[src/rtl/cpu_if.sv]
// Instruction fetch stage: owns the fetch PC, drives the imem req/ack port and feeds if_pc/if_inst to decode.
// Latency: an ack at cycle t presents its word on if_inst from t+1, so single-cycle acks sustain one instruction per cycle.
// Backpressure: stall freezes if_pc/if_inst; a word acked under stall is parked in HOLD with imem_req low until stall drops.
module cpu_if #(
    parameter logic [31:0] RESET_PC = 32'h0000_0000,
    parameter logic [31:0] NOP_INST = 32'h0000_0000
) (
    input  logic        clk,
    input  logic        rst_n,
    input  logic        stall,
    input  logic        c_b,
    input  logic [31:0] baddr,
    input  logic        c_j,
    input  logic [31:0] jaddr,
    output logic        imem_req,
    output logic [31:0] imem_addr,
    input  logic        imem_ack,
    input  logic [31:0] imem_rdata,
    output logic [31:0] if_pc,
    output logic [31:0] if_inst
);

    typedef enum logic [1:0] {IDLE, WAIT, HOLD} state_t;

    state_t      state_q, state_d;
    logic [31:0] fetch_pc;
    logic [31:0] hold_inst, hold_pc;
    logic [31:0] rd_target;
    logic        rd_pend, rd_done;

    logic [31:0] target, next_pc;
    logic        redir;
    logic        load_mem, load_hold, load_nop, park;
    logic        issue, new_inst;

    // Target is computed against the instruction decode currently holds.
    always_comb begin
        target = baddr;
        if (c_j) begin
            if (if_inst[31:27] == 5'b00001)
                target = {if_pc[31:28], jaddr[25:0], 2'b00};
            else
                target = jaddr;
        end
    end

    assign redir    = (c_b | c_j) & ~rd_done;
    assign next_pc  = rd_pend ? rd_target : (redir ? target : fetch_pc + 32'd4);
    assign issue    = load_mem | load_hold;
    assign new_inst = issue | load_nop;

    assign imem_req  = (state_q == WAIT);
    assign imem_addr = fetch_pc;

    always_ff @(posedge clk or negedge rst_n) begin
        if (!rst_n)
            state_q <= IDLE;
        else
            state_q <= state_d;
    end

    always_comb begin
        state_d   = state_q;
        load_mem  = 1'b0;
        load_hold = 1'b0;
        load_nop  = 1'b0;
        park      = 1'b0;
        case (state_q)
            IDLE: state_d = WAIT;
            WAIT: begin
                if (imem_ack) begin
                    if (stall) begin
                        park    = 1'b1;
                        state_d = HOLD;
                    end else begin
                        load_mem = 1'b1;
                    end
                end else if (!stall) begin
                    load_nop = 1'b1;
                end
            end
            HOLD: begin
                if (!stall) begin
                    load_hold = 1'b1;
                    state_d   = WAIT;
                end
            end
            default: state_d = IDLE;
        endcase
    end

    always_ff @(posedge clk or negedge rst_n) begin
        if (!rst_n) begin
            fetch_pc  <= RESET_PC;
            if_pc     <= RESET_PC;
            if_inst   <= NOP_INST;
            hold_inst <= '0;
            hold_pc   <= '0;
            rd_target <= '0;
            rd_pend   <= 1'b0;
            rd_done   <= 1'b0;
        end else begin
            if (issue)
                fetch_pc <= next_pc;

            if (load_mem) begin
                if_inst <= imem_rdata;
                if_pc   <= fetch_pc;
            end else if (load_hold) begin
                if_inst <= hold_inst;
                if_pc   <= hold_pc;
            end else if (load_nop) begin
                if_inst <= NOP_INST;
            end

            if (park) begin
                hold_inst <= imem_rdata;
                hold_pc   <= fetch_pc;
            end

            // A pending redirect is consumed by this issue; a fresh one arriving at the
            // same time stays queued for the following fetch.
            if (issue) begin
                rd_pend <= rd_pend & redir;
                if (rd_pend && redir)
                    rd_target <= target;
            end else if (redir) begin
                rd_pend   <= 1'b1;
                rd_target <= target;
            end

            if (new_inst)
                rd_done <= 1'b0;
            else if (redir)
                rd_done <= 1'b1;
        end
    end

endmodule
[config.mk]
export PLATFORM = sky130hd
export DESIGN_NAME = cpu_if
export DESIGN_NICKNAME = d
export VERILOG_FILES = /design/src/rtl/cpu_if.sv
export SDC_FILE = /design/constraint.sdc
export NUM_CORES = 1
export LEC_CHECK = 0
export CAP_MARGIN = 20
export CORE_MARGIN = 1
export CORE_UTILIZATION = 44
export DETAILED_ROUTE_END_ITERATION = 7
export GPL_TIMING_DRIVEN = 1
export MAX_ROUTING_LAYER = met4
export PLACE_DENSITY = 0.74
export SYNTH_ARGS = -nofsm -noshare
export SYNTH_HDL_FRONTEND = slang
export SYNTH_SLANG_ARGS = --single-unit
[constraint.sdc]
create_clock -name clk -period 3 [get_ports clk]
set_input_delay 0.6 -clock clk [delete_from_list [all_inputs] [get_ports clk]]
set_output_delay 0.6 -clock clk [all_outputs]
set_load 0.01 [all_outputs]
==> flow_summary.yaml <==
critical_path:
  worstPathMaxFanout: 6
  r2r_end: "imem_addr[26]"
  cp-end-kind: "output pin"
  crit_required_ns: 2.40
  r2r_setup_slack_ns: 0.61
  startpoint_type: "register"
  rr_worst_depth: 7
  cp.arrival_ns: 1.84
  critPathKind: "reg -> out"
  r2r_start: "imem_addr[2]"
global_routing:
  grt_usage_pct: 26.0
  antenna_found_initial: 1
  grt_pass1_wl_um: 43600
  grt_max_degree: 90
  first_global_vias: 8230
  grt-ovfl-total: 0
sta:
  relSlewSlack_pct: 29.7
  fmax_mhz: 409
  finalSetupViolCount: 0
  whs_ns: 0.218
  hold_viol_final: 0
  tns_ns: 0
  min_period_over_period_pct: 81.5
  fin_skew_ns: 0.0106
  drv_slew: 0
  worst_slew_pin_slew_ns: 1.05
  rsz0062_at_grt: "no"
  period_needed_ns: 2.44
synthesis:
  synth_compound_area_share_pct: 18.6
  synthXorXnorAreaFrac_pct: 0.0925
  yosys-top-cells-area: "dfrtp_1 52%, mux2_2 9.3%, nand2_1 7.2%"
  synthAdderAreaFrac_pct: 0.132
  synthMuxAreaShare_pct: 9.49
  synth.yosys.warnings: 0
  synth_common_cells: "196 x dfrtp_1, 181 x nand2_1, 81 x o21ai_0"
  mappedNetlistArea_um2: 9470
  synthArstFlopShare_pct: 100
  netlist_instances: 960
  synth_top_flop_cell: "dfrtp_1"
  synth_top_family_by_area: "compound AO/OA/AOI/OAI gates"
  syn_avg_cell_area_um2: 9.86
  synth_top_area_share_pct: 51.8
  yosysUniqueCellTypes: 68
  synth_edf_count: 0
  yosysMostFrequentCell: "dfrtp_1"
  synth_top_cell_by_area: "dfrtp_1"
  seq_area_frac_synth_pct: 51.8
  yosys.area_share.simple_pct: 15.9
  ys_ff_latch: 196
  syn_nets: 1063
finish:
  finalNonFillerCells: 1423
  area_growth_pct: 31.7
  fin_area_um2: 12500
  final_nets: 1237
  drive_gt1_share_pct: 14.6
cts:
  cts_buffers: 17
  holdBufCountCts: 0
  insertion_delay_ns: 0.43
  cts_htree_levels: 4
  cts_sinks: 196
  clkSlewWorstSetupHoldPaths_ns: 0.07
  cts_tree: "done"
  cts_resized: 0
  clockRootBuffer: "clkbuf_16"
  post_cts_buffers: 0
  max-clock-path-buffers: 2
power_and_ir_drop:
  design_power_total_mw: 10.7
  vdd_ir_drop_max_mv: 0.489
  p_leak_nw: 5.27
  power_density_nw_per_um2: 861
floorplanning:
  dieHeight_um: 149
  core.rowCount: 53
  chipWidth_um: 149
  die-area_um2: 22100
  coreArea_um2: 21100
  io_pins: 199
  start_util_pct: 44.9
placed_design:
  portBuffers: 198
  dp.cells: 1390
  gp_congestion: 0.896
  place_area_um2: 11800
  hpwl_um: 18800
detailed_routing:
  first_pass_iters: 5
  wirelength_um: 27200
  wire_per_inst_um: 19.1
  drtIter0Drc: 617
  ant_nets: 0
  drc: 0
  avgViaCountPerCell: 5.87
  vias: 8351
job:
  drv_cap: 0
hold_path:
  hp-class: "in -> async"
outcome:
  status: "finished, final reports clean"
==> worst max-delay path by stage <==
stage | start | end | slack, ns | cells after the start
after floorplan | c_j | rd_target[13] | 0.95 | 6
after global placement | stall | imem_addr[2] | 0.19 | 7
after detailed placement | stall | imem_addr[2] | 0.13 | 7
after CTS | state_q[0] | imem_req | 0.55 | 3
after global routing | state_q[0] | imem_req | 0.46 | 3
final | state_q[0] | imem_req | 0.56 | 3
==> per-stage QoR <==
step                      setup WS, ns  util (%)
after floorplan                  0.954         -
after global placement           0.194      56.1
after detailed placement         0.128      56.1
after CTS                        0.549      59.1
after global routing             0.463      59.1
final                            0.555      59.1
==> worst max-delay path, cell delays in order, from the launching register on <==
cell             delay (ns)
dfrtp_1                0.45
or2b_1                 0.26
inv_1                  0.13
clkdlybuf4s50_1        0.58
==> power breakdown <==
| group | internal [mW] | total, mW | switching, mW | leakage [nW] |
|---|---|---|---|---|
| logic | 1.99 | 3.75 | 1.76 | 2.58 |
| clock network | 1.30 | 2.42 | 1.12 | 0.306 |
| registers | 3.65 | 4.56 | 0.914 | 2.39 |
| total | 6.94 | 10.7 | 3.79 | 5.27 |
==> placed cells by master (no fill, tap or decap), types with 11 or more instances in the layout <==
cell type | Yosys | routed
dfrtp_1 | 196 | 196
a21oi_1 | 20 | 20
o21ai_0 | 81 | 81
buf_4 | 2 | 34
nand3_1 | 60 | 59
a22oi_1 | 72 | 72
mux2_2 | 78 | 78
o211ai_1 | 11 | 11
clkdlybuf4s50_1 | 0 | 196
clkbuf_16 | 0 | 17
nand2_1 | 181 | 181
nor2_1 | 38 | 36
a31oi_1 | 19 | 19
==> cell families after synthesis <==
family | after synthesis
compound gates | 263
xor+xnor | 1
fa+ha+maj | 1
buf+inv | 87
flops | 196
mux | 80
simple gates | 332
==> registers in the layout, summed over array words and instances (netlist names) <==
signal,flops
if_pc,32
hold_pc,32
if_inst,32
rd_target,32
state_q,2
rd_pend,1
imem_addr,32
hold_inst,32
rd_done,1
==> per-layer routing <==
metal / wire length, um / up-vias / GRT usage, %
met5: 0 / - / -
met2: 12800 / 355 / 39.7
met3: 1940 / 50 / 5.43
met1: 11900 / 4110 / 34.2
met4: 558 / 0 / 9.33
li1: - / 3836 / -
==> cell type report <==
type                    count  area [um2]
inverters                   5        18.8
diodes                      1        2.50
clock buffers              18         439
flip-flops and latches    196        4900
clock inverters            14         183
fillers                  1814        8620
multi-input cells         677        4240
repair buffers            237        2340
well taps                 275         344
No activity file was read; power rests on OpenSTA's default activity.
